### src/rtl/sensor_vote_pkg.sv
// -----------------------------------------------------------------------------
// sensor_vote_pkg
// Holds the types and constants that the sensor vote monitor and its
// per-sensor debouncer share:
//   state_e      - monitor FSM states (IDLE, MONITOR, PENDING, ALARM)
//   TRIPS_SAT    - value at which the alarm-entry counter stops counting
//   count_width  - bits needed to hold a popcount of n sensors, clog2(n+1)
// -----------------------------------------------------------------------------
package sensor_vote_pkg;

  typedef enum logic [1:0] {
    ST_IDLE    = 2'd0,
    ST_MONITOR = 2'd1,
    ST_PENDING = 2'd2,
    ST_ALARM   = 2'd3
  } state_e;

  localparam logic [7:0] TRIPS_SAT = 8'd255;

  // A popcount of n bits ranges over 0..n, so it needs clog2(n+1) bits.
  function automatic int count_width(input int n_sensors);
    return $clog2(n_sensors + 1);
  endfunction

endpackage

### src/rtl/sensor_debounce.sv
// -----------------------------------------------------------------------------
// sensor_debounce
// One sensor channel: a two-flop synchroniser for the raw asynchronous input,
// optionally followed by a debouncer.
//
// Build option: SENSOR_VOTE_MONITOR_DEBOUNCE_EN
//   defined   - the output only takes the synchronised value once that value
//               has disagreed with the output for DEBOUNCE consecutive cycles;
//               any cycle of agreement restarts the run at 0.
//   undefined - the output is the synchronised bit; DEBOUNCE is ignored and
//               no run counter is built.
//
// Ports:
//   Clock   in  rising-edge clock
//   Resetn  in  asynchronous active-low reset
//   x_raw   in  raw asynchronous sensor bit
//   x_db    out synchronised (and, if enabled, debounced) sensor bit
// -----------------------------------------------------------------------------
module sensor_debounce #(
  parameter int DEBOUNCE = 4
) (
  input  logic Clock,
  input  logic Resetn,
  input  logic x_raw,
  output logic x_db
);

  logic sync1_q, sync1_d;
  logic sync2_q, sync2_d;

  // Two-flop synchroniser; nothing downstream looks at x_raw directly.
  always_comb begin
    sync1_d = x_raw;
    sync2_d = sync1_q;
  end

  always_ff @(posedge Clock or negedge Resetn) begin
    if (!Resetn) begin
      sync1_q <= 1'b0;
      sync2_q <= 1'b0;
    end else begin
      sync1_q <= sync1_d;
      sync2_q <= sync2_d;
    end
  end

`ifdef SENSOR_VOTE_MONITOR_DEBOUNCE_EN
  localparam logic [7:0] DB_LIMIT = 8'(DEBOUNCE);

  logic       db_q, db_d;
  logic [7:0] run_q, run_d;
  logic [7:0] run_inc;

  // run_q counts the disagreement cycles already seen; the flip happens on
  // the edge that completes the DEBOUNCE-th one. The run never exceeds
  // DEBOUNCE-1 so eight bits cover the full 1..255 range.
  always_comb begin
    db_d    = db_q;
    run_d   = 8'd0;
    run_inc = run_q + 8'd1;
    if (sync2_q != db_q) begin
      if (run_inc >= DB_LIMIT) begin
        db_d  = sync2_q;
        run_d = 8'd0;
      end else begin
        run_d = run_inc;
      end
    end
  end

  always_ff @(posedge Clock or negedge Resetn) begin
    if (!Resetn) begin
      db_q  <= 1'b0;
      run_q <= 8'd0;
    end else begin
      db_q  <= db_d;
      run_q <= run_d;
    end
  end

  assign x_db = db_q;
`else
  assign x_db = sync2_q;
`endif

endmodule

### src/rtl/sensor_vote_monitor.sv
// -----------------------------------------------------------------------------
// sensor_vote_monitor
// Votes across N_SENSORS synchronised/debounced sensor inputs. When at least
// THRESH sensors are active for PERSIST consecutive cycles the monitor
// latches an alarm, which is released by Clear once the vote has dropped.
//
// Build option: SENSOR_VOTE_MONITOR_DEBOUNCE_EN (see sensor_debounce).
//
// Parameters:
//   N_SENSORS  number of sensors (2..32)
//   THRESH     active-sensor count that forms a fault vote (1..N_SENSORS)
//   DEBOUNCE   stable cycles before a debounced bit changes (1..255)
//   PERSIST    over-threshold cycles before the alarm latches (1..255)
//
// Ports:
//   Clock   in  rising-edge clock
//   Resetn  in  asynchronous active-low reset
//   X       in  raw sensor inputs, bit i is sensor i+1
//   Enable  in  monitoring enable; low forces IDLE on the next edge
//   Clear   in  single-cycle alarm acknowledge
//   f       out healthy flag, 1 whenever not in ALARM
//   Alarm   out 1 in ALARM, always the inverse of f
//   Count   out registered popcount of the debounced sensor vector
//   Trips   out saturating count of ALARM entries since reset
// -----------------------------------------------------------------------------
module sensor_vote_monitor
  import sensor_vote_pkg::*;
#(
  parameter int N_SENSORS = 7,
  parameter int THRESH    = 6,
  parameter int DEBOUNCE  = 4,
  parameter int PERSIST   = 3
) (
  input  logic                                Clock,
  input  logic                                Resetn,
  input  logic [N_SENSORS-1:0]                X,
  input  logic                                Enable,
  input  logic                                Clear,
  output logic                                f,
  output logic                                Alarm,
  output logic [count_width(N_SENSORS)-1:0]   Count,
  output logic [7:0]                          Trips
);

  localparam int             CW        = count_width(N_SENSORS);
  localparam logic [CW-1:0]  THRESH_C  = CW'(THRESH);
  localparam logic [7:0]     PERSIST_C = 8'(PERSIST);

  logic [N_SENSORS-1:0] db_vec;

  logic [CW-1:0] count_q, count_d;
  state_e        state_q, state_d;
  logic [7:0]    pers_q, pers_d;
  logic [7:0]    pers_inc;
  logic [7:0]    trips_q, trips_d;
  logic          over_thresh;

  for (genvar g = 0; g < N_SENSORS; g++) begin : g_sensor
    sensor_debounce #(
      .DEBOUNCE (DEBOUNCE)
    ) u_debounce (
      .Clock  (Clock),
      .Resetn (Resetn),
      .x_raw  (X[g]),
      .x_db   (db_vec[g])
    );
  end

  // Popcount of the debounced vector; registered so Count trails the vector
  // by exactly one cycle.
  always_comb begin
    count_d = '0;
    for (int i = 0; i < N_SENSORS; i++) begin
      count_d = count_d + {{(CW-1){1'b0}}, db_vec[i]};
    end
  end

  // The vote decision uses the registered Count, matching what the outside
  // world sees on the Count port.
  assign over_thresh = (count_q >= THRESH_C);

  // Next-state logic. Enable low wins over everything else. The PENDING
  // branch checks pers_q against PERSIST first so that with PERSIST=1 a
  // single over-threshold cycle still reaches ALARM even if the vote has
  // already dropped by the time PENDING is evaluated.
  always_comb begin
    state_d  = state_q;
    pers_d   = pers_q;
    trips_d  = trips_q;
    pers_inc = pers_q + 8'd1;
    if (!Enable) begin
      state_d = ST_IDLE;
      pers_d  = 8'd0;
    end else begin
      case (state_q)
        ST_IDLE: begin
          state_d = ST_MONITOR;
          pers_d  = 8'd0;
        end
        ST_MONITOR: begin
          if (over_thresh) begin
            state_d = ST_PENDING;
            pers_d  = 8'd1;
          end
        end
        ST_PENDING: begin
          if (pers_q >= PERSIST_C) begin
            state_d = ST_ALARM;
            if (trips_q != TRIPS_SAT) trips_d = trips_q + 8'd1;
          end else if (over_thresh) begin
            pers_d = pers_inc;
            if (pers_inc >= PERSIST_C) begin
              state_d = ST_ALARM;
              if (trips_q != TRIPS_SAT) trips_d = trips_q + 8'd1;
            end
          end else begin
            state_d = ST_MONITOR;
            pers_d  = 8'd0;
          end
        end
        ST_ALARM: begin
          if (Clear && !over_thresh) begin
            state_d = ST_MONITOR;
            pers_d  = 8'd0;
          end
        end
        default: begin
          state_d = ST_IDLE;
          pers_d  = 8'd0;
        end
      endcase
    end
  end

  always_ff @(posedge Clock or negedge Resetn) begin
    if (!Resetn) begin
      state_q <= ST_IDLE;
      pers_q  <= 8'd0;
      trips_q <= 8'd0;
      count_q <= '0;
    end else begin
      state_q <= state_d;
      pers_q  <= pers_d;
      trips_q <= trips_d;
      count_q <= count_d;
    end
  end

  // Outputs decode the state register only, so there is no path from
  // X, Clear or Enable to f/Alarm within a cycle.
  assign Alarm = (state_q == ST_ALARM);
  assign f     = ~Alarm;
  assign Count = count_q;
  assign Trips = trips_q;

endmodule
### config.mk
export PLATFORM = sky130hd
export DESIGN_NAME = sensor_vote_monitor
export DESIGN_NICKNAME = d
export VERILOG_FILES = /design/src/rtl/sensor_vote_pkg.sv /design/src/rtl/sensor_debounce.sv /design/src/rtl/sensor_vote_monitor.sv
export SDC_FILE = /design/constraint.sdc
export NUM_CORES = 1
export LEC_CHECK = 0
export ABC_CLOCK_PERIOD_IN_PS = 2900
export BUFFER_PORTS_ARGS = -buffer_cell sky130_fd_sc_hd__buf_2
export CORE_MARGIN = 2
export CORE_UTILIZATION = 35
export DETAILED_ROUTE_END_ITERATION = 7
export GPL_ROUTABILITY_DRIVEN = 0
export SLEW_MARGIN = 20
export SYNTH_ARGS = -nofsm -noshare
export SYNTH_HDL_FRONTEND = slang
export SYNTH_SLANG_ARGS = --single-unit
export TNS_END_PERCENT = 30
### constraint.sdc
create_clock -name Clock -period 2.9 [get_ports Clock]
set_input_delay 0.435 -clock Clock [delete_from_list [all_inputs] [get_ports Clock]]
set_output_delay 0.435 -clock Clock [all_outputs]
set_load 0.1 [all_outputs]
==> results of run 1 <==
==> flip-flops by register name (all words and copies together), names as in the netlist <==
name,flops
pers_q,8
Count,3
g_sensor.u_debounce.x_db,7
state_q,2
g_sensor.u_debounce.sync1_q,7
Trips,8
==> cell families after synthesis <==
logic type                 Yosys count
AOI/OAI and AO/OA                    6
buffers and inverters               12
DFF                                 35
and+or+nand+nor                     38
adders and majority gates           10
muxes                                8
xor gates and xnor gates             5
==> cell type report <==
cell class,instances,share of cell area
inverters,12,0.0245
multi-input cells,67,0.344
repair buffers,23,0.0626
flip-flops and latches,35,0.477
clock buffers,7,0.0524
well taps,52,0.0354
clock inverters,1,0.00408
==> synthesized netlist by cell type <==
master / count
nor2_2: 2
fa_1: 4
and2_2: 1
a21oi_4: 1
xor2_1: 5
a41oi_1: 1
nor3b_1: 3
nor2_1: 4
nand3_1: 3
o21a_1: 1
nand2_1: 4
a2bb2oi_4: 1
nor3_1: 3
nor3_2: 2
and2_1: 1
a21oi_1: 2
mux2i_1: 1
nor2b_1: 6
nand2b_1: 1
inv_1: 12
nand2_2: 1
nor4b_2: 1
nand3_4: 1
dfrtp_1: 35
nor4_4: 1
nand4_1: 2
nor4b_1: 1
or2b_1: 1
mux2_4: 4
ha_1: 6
mux2_2: 3
==> path summary, 6_finish.rpt <==
| kind | startpoint | endpoint | slack (ns) | cells past startpoint |
|---|---|---|---|---|
| max in group asynchronous | Resetn | pers_q[6] | 2.20 | 1 |
| worst max register to register | g_sensor[0].u_debounce.x_db | Count[1] | 0.50 | 8 |
| worst min register to register | g_sensor[0].u_debounce.sync1_q | g_sensor[0].u_debounce.x_db | 0.35 | 0 |
| min in group Clock | X[4] | g_sensor[4].u_debounce.sync1_q | 0.25 | 1 |
| worst max-delay path | g_sensor[0].u_debounce.x_db | Count[1] | 0.50 | 8 |
| worst min-delay path | Resetn | state_q[0] | 0.21 | 1 |
==> critical path: cells and delay by family (launching register included) <==
family | cells | cell delay (ns)
adder cells (fa/ha/maj) | 4 | 1.75
buffers and inverters | 4 | 0.23
flip-flops | 1 | 0.38
==> power breakdown <==
part / switching [mW] / internal [mW]
Sequential: 0.0238 / 0.519
Clock: 0.168 / 0.216
Combinational: 0.177 / 0.0581
Total: 0.368 / 0.792
==> metrics by stage <==
stage / worst slack (ns) / hold WS [ns] / cell area (um2) / instances / total power, mW
finish: 0.501 / 0.212 / 1840 / 197 / 1.16
global route: 0.408 / 0.231 / 1840 / 197 / 1.23
CTS: 0.479 / 0.235 / 1840 / 197 / 1.18
detailed placement: 0.469 / 0.336 / 1730 / 189 / 0.790
global placement: 0.518 / 0.333 / 1730 / 189 / 0.783
floorplan: 0.0669 / 0.139 / 1550 / 114 / 0.736
==> per-layer routing <==
metal	global-route usage	wire (um)
met5	0	0
met4	0.0503	43
met3	0.0456	126
met2	0.172	1110
met1	0.132	1110
==> impl_metrics.toml, run 1 <==
[status]
outcome = "completed"

[global_routing]
grt_pass1_vias = 948
grt_pass1_wl_um = 4180
track_usage = 0.109
overflow = 0
antenna_found_initial = 0
grt_start_max_net_pins = 36

[placed_design]
io_buffers = 23
dpl.hpwl_um = 1750

[synthesis]
seq_area_frac_synth = 0.564
synth-adder-area-share = 0.0998
synthCells = 114
synth.area.mux_share = 0.0668
ys_seq_elements = 35
ys_warn_count = 0
synth-xor-area-share = 0.0282
yosys.area_share.simple = 0.168
yosysTopAreaCellShare = 0.564
yosysTopAreaCell = "dfrtp_1"
netlist_area_um2 = 1550
synth_nets = 135
synth_compound_area_frac = 0.0443
synth_top_family_by_area = "simple AND/OR/NAND/NOR gates"
syn_area_per_cell_um2 = 13.6
synth_area_leaders = "dfrtp_1 56%, fa_1 5.2%, ha_1 4.8%, mux2_4 3.9%, inv_1 2.9%"
synth_cell_types = 31

[clock_tree]
clock-root-buffer = "clkbuf_8"
path_clk_slew_ns = 0.07
clock-sinks = 35
htreeDepth = 2
cts_resized = 0
clk_path_buf_depth = 2
tritoncts.num_buffers = 5
hold_buffers = 0
clock_latency_ns = 0.29
post-cts-setup-buffer-count = 0
cts_tree = "done"

[routing]
drt_iter0_markers = 11
routed_wirelength_um = 2390
vias = 901
wl_per_cell_um = 12.1
avgViaCountPerCell = 4.57
firstDrtPassIters = 4
postRouteAntennaNets = 0
drc = 0

[timing]
fmax_mhz = 417
min_period_over_period = 0.827
finalHoldViolCount = 0
grt_setup_unrepaired = "false"
tns_ns = 0
slew_viol_final = 0
period_minus_slack_ns = 2.40
tightest_slew_ns = 0.751
setup_viol = 0
maxSlewHeadroom = 0.500
fin_skew_ns = 0.00613

[final_layout]
drive_gt1_frac = 0.338
final_common_cell = "dfrtp_1"
ff_latch_area_um2 = 876
multi_input_area_um2 = 633
nFillCells = 421
area_delta_synth_final_pct = 18.3
nets = 165
antenna_cells = 0
post-route-util = 0.425
final_cell_mix = "35 x dfrtp_1, 23 x buf_2, 12 x inv_1"

[floorplan]
fp.dieArea_um2 = 4990
ios = 24
die-height_um = 70.6
coreArea_um2 = 4320
die_w_um = 70.6
num_rows = 24
initial_core_util = 0.359

[worst_setup_path]
crit_type = "reg -> reg"
cp_max_fo = 1
slowest_stage = "fa_1"
cp-start-kind = "register"
slowest_delay_ns = 0.53
path_cells = "fa_1, inv_1, fa_1, inv_1, fa_1, inv_1, fa_1, inv_1"
critPathArrivalTime_ns = 2.63
end_kind = "register"
cp.required_ns = 3.13

[run]
maxCapViolCount = 0

[power_and_ir_drop]
ir_drop_mv = 0.318
p_leak_nw = 0.901
pwr_density_cell_nw_per_um2 = 631

[worst_hold_path]
hp-class = "in -> async"
(Power assumes the default switching activity.)
==> run 2, diff against run 1 <==
--- a/config.mk
+++ b/config.mk
@@ -5,7 +5,8 @@
 export SDC_FILE = /design/constraint.sdc
 export NUM_CORES = 1
 export LEC_CHECK = 0
-export ABC_CLOCK_PERIOD_IN_PS = 2900
+export ABC_AREA = 1
+export ABC_CLOCK_PERIOD_IN_PS = 2000
 export BUFFER_PORTS_ARGS = -buffer_cell sky130_fd_sc_hd__buf_2
 export CORE_MARGIN = 2
 export CORE_UTILIZATION = 35
==> constraint.sdc (replaced) <==
create_clock -name Clock -period 2 [get_ports Clock]
set_input_delay 0.3 -clock Clock [delete_from_list [all_inputs] [get_ports Clock]]
set_output_delay 0.3 -clock Clock [all_outputs]
set_load 0.1 [all_outputs]
==> run 2 against run 1 <==
Net effect: the flow now finishes with violations (setup timing); routed wire length up 4.7%; highest routed layer unchanged; synthesized cell count grew 47%; power is 63% higher; global-route usage shrank 0.22 points; sequential share of layout area fell by 3.3 points; sequential power is 45% higher; register-to-register slack worse by 0.87 ns; flip-flop and latch count unchanged; first-iteration DRC count grew to 4.0 times the previous value; worst hold slack worse by 0.14 ns.
==> impl_metrics.toml, run 2 <==
[power_and_ir_drop]
pwr-share-seq = 0.416
p_comb_frac = 0.242
p_leak_nw = 1.05
pwr_density_cell_nw_per_um2 = 957
internal-power_mw = 1.24
ir_drop_mv = 0.364
p_sw_uw = 647
sw_frac_of_total = 0.343
clkPwrFrac = 0.342

[floorplan]
fp.dieArea_um2 = 5340
coreArea_um2 = 4660
ios = 24
die-height_um = 73.1
die_w_um = 73.1
initial_core_util = 0.358
num_rows = 25

[synthesis]
netlist_area_um2 = 1670
yosysMostFrequentCell = "dfrtp_1"
yosysTopAreaCell = "dfrtp_1"
synth_cell_types = 21
synth_edf_count = 0
synthCells = 168
seq_area_frac_synth = 0.525
yosysTopAreaCellShare = 0.525
ys_warn_count = 0
synth_area_leaders = "dfrtp_1 52%, nand2_1 7.4%, inv_1 6.3%, fa_1 4.8%, ha_1 4.5%"
synth-main-ff-cell = "dfrtp_1"
syn_area_per_cell_um2 = 9.94
synth.top_cells.by_count = "35 x dfrtp_1, 33 x nand2_1, 28 x inv_1, 12 x nand4_1, 12 x nor2_1"
ys_async_sr_fraction = 1.00
ys_seq_elements = 35
synth_nets = 189

[worst_setup_path]
crit_type = "reg -> reg"
cp-start-kind = "register"
critPathArrivalTime_ns = 2.60
cp_max_fo = 1
cp.required_ns = 2.23
end_kind = "register"

[clock_tree]
path_clk_slew_ns = 0.08
htreeDepth = 2
clock-root-buffer = "clkbuf_8"
hold_buffers = 0
tritoncts.num_buffers = 5
cts_resized = 0
clock_latency_ns = 0.29
clock-sinks = 35
clk_path_buf_depth = 2
post-cts-setup-buffer-count = 0
cts_tree = "done"

[global_routing]
antenna_found_initial = 0
grt_pass1_wl_um = 4200
overflow = 0
grt_start_max_net_pins = 36
grt_pass1_vias = 1004
track_usage = 0.107

[routing]
postRouteAntennaNets = 0
firstDrtPassIters = 4
routed_wirelength_um = 2500
drc = 0
avgViaCountPerCell = 4.36
wl_per_cell_um = 9.87
vias = 1103
drt_iter0_markers = 44

[final_layout]
nets = 219
design_area_um2 = 1970
final_cell_mix = "35 x dfrtp_1, 33 x nand2_1, 27 x inv_1"
antenna_cells = 0
area_delta_synth_final_pct = 18.2
final_common_cell = "dfrtp_1"
drive_gt1_frac = 0.296

[timing]
maxSlewHeadroom = 0.495
slew_viol_final = 0
tightest_slew_ns = 0.758
setup_viol = 3
fin_skew_ns = 0.00838
grt_setup_unrepaired = "true"
finalHoldViolCount = 0
fin_ws_ns = -0.374
min_period_over_period = 1.19
fmax_mhz = 421
period_minus_slack_ns = 2.37

[placed_design]
io_buffers = 23
dp_slack_ns = -0.376
placed_area_um2 = 1860
dpl.hpwl_um = 1820

[worst_hold_path]
hp-class = "in -> async"

[status]
outcome = "finished, violations left"
failed_checks = "setup timing"

[run]
maxCapViolCount = 0
-- run 2: cell count changes after synthesis, moves of 6 or more --
cell / previous run / this run
nand2_2: 1 / 7
nor2_1: 4 / 12
nand2_1: 4 / 33
nand4_1: 2 / 12
nor2b_1: 6 / 0
inv_1: 12 / 28
inv_2: 0 / 6
-- run 2: per-layer routing --
metal / vias up / routed length (um) / global-route usage
met5: - / 0 / 0
met2: 20 / 1130 / 0.156
li1: 573 / - / -
met3: 6 / 107 / 0.0414
met4: 0 / 85 / 0.0802
met1: 504 / 1170 / 0.127
-- run 2: cell families after synthesis --
logic type                 count (synthesis)  share of synthesized area
buffers and inverters                     34                     0.0765
AOI/OAI and AO/OA                          5                     0.0195
adders and majority gates                 10                     0.0930
DFF                                       35                      0.525
xor gates and xnor gates                   4                     0.0210
and+or+nand+nor                           80                      0.265
-- run 2: path summary, 6_finish.rpt --
kind | start | endpoint | slack (ns) | cells after the start
hold / removal | Resetn | g_sensor[0].u_debounce.sync1_q | 0.07 | 1
setup / recovery | g_sensor[3].u_debounce.x_db | Count[1] | -0.37 | 8
hold reg to reg | g_sensor[2].u_debounce.sync1_q | g_sensor[2].u_debounce.x_db | 0.35 | 0
min in group Clock | X[6] | g_sensor[6].u_debounce.sync1_q | 0.10 | 1
setup reg to reg | g_sensor[3].u_debounce.x_db | Count[1] | -0.37 | 8
max in group asynchronous | Resetn | g_sensor[2].u_debounce.x_db | 1.44 | 1
-- run 2: through the flow --
| step | TNS [ns] | cells | power, mW | hold slack, ns | util |
|---|---|---|---|---|---|
| 2_1_floorplan | -0.671 | 168 | 1.17 | 0.00441 | - |
| 3_3_place_gp | -0.529 | 245 | 1.26 | 0.334 | 0.398 |
| 3_5_place_dp | -0.550 | 245 | 1.27 | 0.335 | 0.398 |
| 4_1_cts | -0.579 | 253 | 1.92 | 0.0926 | 0.423 |
| 5_1_grt | -0.877 | 253 | 1.99 | 0.0911 | 0.423 |
| 6_report | -0.553 | 253 | 1.89 | 0.0694 | 0.423 |
-- run 2: power groups by stage --
stage | Sequential, mW | Combinational [mW] | Clock [mW]
after floorplan | 0.937 | 0.235 | 0
after global placement | 0.802 | 0.463 | 0
after detailed placement | 0.802 | 0.465 | 0
after CTS | 0.788 | 0.466 | 0.667
after global routing | 0.793 | 0.504 | 0.695
final | 0.786 | 0.457 | 0.645
-- run 2: area by class of cell --
| cell class | instances | area [um2] |
|---|---|---|
| Fill cell | 459 | 2690 |
| Tap cell | 54 | 67.6 |
| Clock buffer | 5 | 68.8 |
| Clock inverter | 3 | 47.5 |
| Sequential cell | 35 | 876 |
| Inverter | 34 | 128 |
| Multi-Input combinational cell | 99 | 671 |
| Timing Repair Buffer | 23 | 115 |
-- run 2: critical path: stages (launching register included) --
cell and delay [ns]:
dfrtp_1 0.39, fa_1 0.53, inv_1 0.05, fa_1 0.47, inv_1 0.05, fa_2 0.33, inv_2 0.06, fa_1 0.39
inv_1 0.06
==> run 3, diff against run 2 <==
--- a/config.mk
+++ b/config.mk
@@ -10,8 +10,10 @@
 export BUFFER_PORTS_ARGS = -buffer_cell sky130_fd_sc_hd__buf_2
 export CORE_MARGIN = 2
 export CORE_UTILIZATION = 35
+export CTS_BUF_LIST = sky130_fd_sc_hd__clkbuf_4 sky130_fd_sc_hd__clkbuf_8
 export DETAILED_ROUTE_END_ITERATION = 7
 export GPL_ROUTABILITY_DRIVEN = 0
+export RECOVER_POWER = 100
 export SLEW_MARGIN = 20
 export SYNTH_ARGS = -nofsm -noshare
 export SYNTH_HDL_FRONTEND = slang
==> run 3 against run 2 <==
Net effect: the flow finishes with violations (capacitance limit, slew limit, setup timing); first-iteration DRC count rose by 14%; die area did not move; power fell by 0.97%; combinational power fell by 4%; global-route usage did not move; highest routed layer unchanged.
==> impl_metrics.toml, run 3 (synthesized netlist as in run 2, its figures left out) <==
[timing]
maxSlewHeadroom = -0.208
min_period_over_period = 1.19
timing.hold.ws_ns = 0.105
fin_skew_ns = 0.00822
slew_viol_final = 36
finalHoldViolCount = 0
tns_ns = -0.552
period_minus_slack_ns = 2.37
setup_viol = 3
fin_ws_ns = -0.373
grt_setup_unrepaired = "true"
fmax_mhz = 421
tightest_slew_ns = 1.81

[clock_tree]
hold_buffers = 0
path_clk_slew_ns = 0.08
cts_tree = "done"
clk_path_buf_depth = 2
htreeDepth = 2
clock-sinks = 35
clock_latency_ns = 0.29
tritoncts.num_buffers = 5
clock-root-buffer = "clkbuf_8"

[routing]
drt_iter0_markers = 50
firstDrtPassIters = 4
vias = 1101
drc = 0
avgViaCountPerCell = 4.35
postRouteAntennaNets = 0
routed_wirelength_um = 2530
wl_per_cell_um = 10.0

[worst_setup_path]
slowest_delay_ns = 0.53
path_cells = "fa_1, inv_1, fa_1, inv_1, fa_2, inv_2, fa_1, inv_1"
crit_type = "reg -> reg"
path_delay_family = "adder cells"
end_kind = "register"
path_buf_inv = 4
critPathArrivalTime_ns = 2.60
cp-start-kind = "register"
startpoint = "g_sensor[3].u_debounce.x_db"
cp_max_fo = 1
slowest_stage = "fa_1"
cp.required_ns = 2.23
r2r_start = "g_sensor[3].u_debounce.x_db"

[status]
outcome = "finished, violations left"
failed_checks = "capacitance limit, slew limit, setup timing"

[final_layout]
drive_gt1_frac = 0.271
area_delta_synth_final_pct = 15.7
final_cell_mix = "35 x dfrtp_1, 34 x nand2_1, 29 x inv_1"
final_cells = 253
post-route-util = 0.414
antenna_cells = 0
nFillCells = 463
final_common_cell = "dfrtp_1"
nets = 219

[worst_hold_path]
worstHoldStart = "X[6]"
hp-class = "in -> reg"

[global_routing]
grt_pass1_wl_um = 4200
overflow = 0
track_usage = 0.107
grt_start_max_net_pins = 36
antenna_found_initial = 0
grt_pass1_vias = 1004

[power_and_ir_drop]
p_leak_nw = 1.02
pwr_density_cell_nw_per_um2 = 968
ir_drop_mv = 0.364

[run]
maxCapViolCount = 1

[placed_design]
dpl.hpwl_um = 1820
io_buffers = 23
dp_slack_ns = -0.376
dp_cells = 245

[floorplan]
die_w_um = 73.1
initial_core_util = 0.358
num_rows = 25
coreArea_um2 = 4660
die-height_um = 73.1
ios = 24
fp.dieArea_um2 = 5340
==> run 3: cell types whose count changed in the layout (fill, tap and decap cells not counted), sizes merged <==
cell,change
buf,-14
clkbuf,+14
==> run 3: final timing paths <==
check / endpoint / slack, ns / cells after the start
min: g_sensor[6].u_debounce.sync1_q / 0.11 / 1
max in group asynchronous: g_sensor[2].u_debounce.x_db / 0.47 / 1
max: Count[1] / -0.37 / 8
min in group asynchronous: g_sensor[0].u_debounce.sync1_q / 0.49 / 1
max reg2reg: Count[1] / -0.37 / 8
min reg2reg: g_sensor[2].u_debounce.x_db / 0.35 / 0
==> run 3: routing by layer <==
layer | global-route usage | vias to the layer above | share of wire
li1 | - | 574 | -
met1 | 0.127 | 499 | 0.47
met2 | 0.156 | 21 | 0.45
met3 | 0.0414 | 7 | 0.046
met4 | 0.0802 | 0 | 0.034
met5 | 0 | - | 0
==> run 3: stage by stage <==
stage               instance area (um2)  total power [mW]
CTS                                1970              1.92
detailed placement                 1860              1.27
global placement                   1860              1.26
finish                             1930              1.87
global route                       1930              1.97
floorplan                          1670              1.17
==> run 3: area by class of cell <==
class,count,area (um2),area share
Clock buffer,5,68.8,0.0356
Clock inverter,3,47.5,0.0246
Inverter,34,128,0.0661
Multi-Input combinational cell,99,631,0.326
Sequential cell,35,876,0.453
Tap cell,54,67.6,0.0350
Timing Repair Buffer,23,114,0.0589
==> run 3: power breakdown <==
part	switching (mW)	internal (mW)	total [mW]
logic	0.342	0.0961	0.438
registers	0.0289	0.758	0.787
clock network	0.268	0.377	0.645
total	0.638	1.23	1.87
==> run 3: timing repair <==
| item | 4_1_cts | 5_1_grt |
|---|---|---|
| gates resized for setup | 0 | 0 |
| gates cloned | 0 | 0 |
| endpoints found under the setup margin | 3 | 3 |
| hold endpoints to repair | 0 | 0 |
| setup buffers | 0 | 0 |
| pin swaps | 1 | 0 |
